## src/rtl/comparator_1bit_pkg.sv

```systemverilog
// Shared result encoding and parameter defaults for comparator_1bit.
package comparator_1bit_pkg;

  localparam logic [2:0] RES_LT = 3'b100;
  localparam logic [2:0] RES_EQ = 3'b010;
  localparam logic [2:0] RES_GT = 3'b001;

  localparam int CNT_W_DEFAULT = 8;

endpackage

```

## src/rtl/sat_counter.sv

```systemverilog
// Saturating up-counter with synchronous active-high reset; holds at all-ones.
module sat_counter #(
  parameter int W = 8
) (
  input  logic         clk,
  input  logic         rst,
  input  logic         inc,
  output logic [W-1:0] cnt
);

  localparam logic [W-1:0] MAX = {W{1'b1}};

  logic [W-1:0] cnt_reg;

  always_ff @(posedge clk) begin
    if (rst) begin
      cnt_reg <= '0;
    end else if (inc && (cnt_reg != MAX)) begin
      cnt_reg <= cnt_reg + 1'b1;
    end
  end

  assign cnt = cnt_reg;

endmodule

```

## src/rtl/comparator_1bit.sv

```systemverilog
// 1-bit magnitude comparator: combinational one-hot result, registered copy,
// change pulse, and optional per-outcome tallies (COMPARATOR_1BIT_STATS_EN).
module comparator_1bit
  import comparator_1bit_pkg::*;
#(
  parameter int CNT_W = CNT_W_DEFAULT
) (
  input  logic             clk,
  input  logic             rst,
  input  logic             A,
  input  logic             B,
  input  logic             en,
  output logic             A_lt_B,
  output logic             A_eq_B,
  output logic             A_gt_B,
  output logic [2:0]       res_q,
  output logic             res_chg
`ifdef COMPARATOR_1BIT_STATS_EN
  ,
  output logic [CNT_W-1:0] lt_cnt,
  output logic [CNT_W-1:0] eq_cnt,
  output logic [CNT_W-1:0] gt_cnt
`endif
);

  // Elaboration-time guard on the counter width.
  if (CNT_W < 1 || CNT_W > 32) begin : g_cnt_w_check
    $error("comparator_1bit: CNT_W must be in 1..32");
  end

  logic [2:0] res_comb;
  logic [2:0] res_q_reg;
  logic       res_chg_reg;

  assign A_lt_B   = ~A &  B;
  assign A_eq_B   = ~(A ^ B);
  assign A_gt_B   =  A & ~B;
  assign res_comb = {A_lt_B, A_eq_B, A_gt_B};

  always_ff @(posedge clk) begin
    if (rst) begin
      res_q_reg   <= RES_EQ;
      res_chg_reg <= 1'b0;
    end else if (en) begin
      res_q_reg   <= res_comb;
      res_chg_reg <= (res_comb != res_q_reg);
    end else begin
      res_chg_reg <= 1'b0;
    end
  end

  assign res_q   = res_q_reg;
  assign res_chg = res_chg_reg;

`ifdef COMPARATOR_1BIT_STATS_EN
  // Bit order of inc/cnt_arr follows res_comb: [2]=lt, [1]=eq, [0]=gt.
  logic [2:0]       inc;
  logic [CNT_W-1:0] cnt_arr [3];

  assign inc = res_comb & {3{en}};

  for (genvar gi = 0; gi < 3; gi++) begin : g_cnt
    sat_counter #(
      .W(CNT_W)
    ) u_cnt (
      .clk(clk),
      .rst(rst),
      .inc(inc[gi]),
      .cnt(cnt_arr[gi])
    );
  end

  assign lt_cnt = cnt_arr[2];
  assign eq_cnt = cnt_arr[1];
  assign gt_cnt = cnt_arr[0];
`endif

endmodule

```

## config.mk

```make
export PLATFORM = sky130hd
export DESIGN_NAME = comparator_1bit
export DESIGN_NICKNAME = d
export VERILOG_FILES = /design/src/rtl/comparator_1bit_pkg.sv /design/src/rtl/sat_counter.sv /design/src/rtl/comparator_1bit.sv
export SDC_FILE = /design/constraint.sdc
export NUM_CORES = 1
export LEC_CHECK = 0
export ABC_AREA = 1
export CAP_MARGIN = 20
export CORE_AREA = 10 10 47 49
export DETAILED_ROUTE_END_ITERATION = 16
export DIE_AREA = 0 0 57 59
export GPL_ROUTABILITY_DRIVEN = 0
export PLACE_DENSITY = 0.41
export SLEW_MARGIN = 0
export SYNTH_ARGS = -nofsm -noshare
export SYNTH_HDL_FRONTEND = slang
export SYNTH_HIERARCHICAL = 1
export SYNTH_SLANG_ARGS = --single-unit
```

## constraint.sdc

```tcl
create_clock -name clk -period 1.05 [get_ports clk]
set_input_delay 0.1575 -clock clk [delete_from_list [all_inputs] [get_ports clk]]
set_output_delay 0.1575 -clock clk [all_outputs]
set_load 0.01 [all_outputs]
```

==> impl_metrics.py <==
metrics = {
    "timing": {
        "fin_crit_sh_pct": 93.96,
        "timing.final.hold_violations": 0,
        "skew_ps": 1.785,
        "slew_headroom_pct": 84.49,
        "worst_pin_slew_ps": 231.9,
        "rsz0062_at_grt": "no",
        "slew_violations": 0,
        "fin_crit_ps": 986.6,
        "timing.final.ws_setup_ps": 63.37,
        "fmax_mhz": 1014,
        "setup_violations": 0,
    },
    "yosys": {
        "synth_seq_cells": 4,
        "yosys_warnings": 6,
        "synth.avg_cell_area_um2": 6.363,
        "synth_top_area_share_pct": 35.96,
        "synthCells": 35,
        "seq_area_frac_synth_pct": 35.96,
        "ys_types": 9,
        "syn_area_um2": 222.7,
        "synthesis.nets": 42,
        "synth_area_leader_cell": "dfxtp_1",
        "synthTopCellsByArea": "dfxtp_1, inv_1, nand2_1",
    },
    "drt": {
        "via_count": 277,
        "highest_layer": "met4",
        "wl_per_cell_um": 8.778,
        "drtIter0Drc": 3,
        "wl_um": 632,
        "viasPerCell": 3.847,
        "dr_wl_met3_um": 82,
        "ant_nets": 0,
        "drc": 0,
        "wl_met1_um": 224,
        "first_pass_iters": 4,
        "wl_met2_um": 297,
    },
    "final_layout": {
        "syn2layout_area_growth_pct": 92.13,
        "final_common_cell": "inv_1",
        "drive_above_1_share_pct": 25.00,
        "antenna_cells": 0,
        "fin_nets": 65,
        "layout_common_cells": "inv_1, nand2_1, buf_4",
        "largest_register_ffs": 3,
    },
    "critical_path": {
        "critical-path-max-stage-delay_ps": 340,
        "arrival_ps": 830,
        "critical_path_class": "reg -> out",
        "required_ps": 890,
        "critPathMaxFanout": 3,
        "cp_num_buf_inv": 1,
        "cp_top_family": "flip-flops",
        "crit_path_end_kind": "primary output",
        "worst_setup_path_start_kind": "flop",
        "r2r_slack_ps": 210,
        "cp_cell_sequence": "clkdlybuf4s15_1",
        "slowest_stage": "dfxtp_1",
    },
    "cts": {
        "cts_tree": "done",
        "path_clk_slew_ps": 40,
        "cts-htree-levels": 1,
        "root_buffer": "clkbuf_4",
        "clock_sink_count": 4,
        "cts_buffer_depth": 2,
        "insertion_delay_ps": 240,
        "numCtsBuffers": 3,
    },
    "flow_run": {
        "drv_cap": 0,
    },
    "die": {
        "coreArea_um2": 1401,
        "initial_core_util_pct": 15.89,
        "dieArea_um2": 3363,
        "design.portCount": 12,
        "fp.dieH_um": 59,
        "dieWidth_um": 57,
        "num_rows": 14,
    },
    "global_routing": {
        "grt_use_total_pct": 4.447,
        "antenna_found_initial": 0,
        "grt_pass1_vias": 257,
        "grt_max_degree": 8,
        "grt_pass1_wl_um": 1076,
        "overflow": 0,
    },
    "power_and_ir_drop": {
        "power_uw": 491.1,
        "ir_worst_vdd_mv": 0.4022,
        "power_density_nw_per_um2": 1148,
        "total_leakage_power_nw": 0.2457,
    },
    "placement": {
        "numPortBuffers": 11,
        "hpwl_um": 520.4,
        "dp_slack_ps": -630.5,
    },
    "status": {
        "status": "completed",
    },
    "min_path": {
        "min-delay-path-class": "in -> reg",
    },
}
final cells by class:
cell class / count / area [um^2]
tap: 16 / 20.02
fill: 171 / 973.4
multi-input combinational: 20 / 113.9
inverter: 11 / 41.29
clock buffer: 3 / 22.52
timing repair buffer: 18 / 150.1
sequential: 4 / 80.08
through the flow:
stage                     utilization (%)  cells  cell area (um^2)  hold slack (ps)  TNS [ps]
after global placement              28.39     68             397.9            518.0     -3050
after global routing                30.54     72             427.9            443.5         0
after detailed placement            28.39     68             397.9            502.5     -3015
after floorplan                         -     35             222.7            247.5         0
after CTS                           29.91     72             419.2            520.7         0
final                               30.54     72             427.9            425.1         0
logic make-up (layout without fill, tap and decap cells):
logic type	after synthesis	after routing	synth area share (%)
and+or+nand+nor	12	12	20.78
buffers and inverters	11	32	18.54
adders and majority gates	2	2	11.23
AOI/OAI and AO/OA	6	6	13.48
DFF	4	4	35.96
repair_timing:
action,4_1_cts,5_1_grt
gates resized for setup,18,5
pin swaps,1,2
buffers inserted,1,0
hold buffers,0,0
setup endpoints to repair,10,4
routing by layer:
| metal | up-vias | track usage (%) |
|---|---|---|
| li1 | 146 | - |
| met1 | 119 | 2.962 |
| met2 | 8 | 6.822 |
| met3 | 4 | 4.721 |
| met4 | 0 | 4.027 |
| met5 | - | 0 |
power breakdown:
group	total [mW]	switching [mW]	internal, mW
Clock	0.195	0.0666	0.128
Combinational	0.128	0.0583	0.0698
Sequential	0.168	0.00474	0.164
Total	0.491	0.130	0.361
path summary, 6_finish.rpt:
kind,from,to,cells after the start
worst min-delay path,B,res_q[1]$_SDFFE_PP1P_,5
worst min register to register,res_q[1]$_SDFFE_PP1P_,res_q[1]$_SDFFE_PP1P_,2
worst max-delay path,res_q[1]$_SDFFE_PP1P_,res_q[1],1
worst max register to register,res_q[0]$_SDFFE_PP0P_,res_chg$_SDFF_PP0_,7
cells in the mapped netlist:
cell type and n:
a21oi_1 3, dfxtp_1 4, ha_1 2, inv_1 11, nand2_1 10, nand3_1 1
nor2_1 1, o21ai_0 1, o21ai_1 2
No activity file was read; power rests on OpenSTA's default activity.
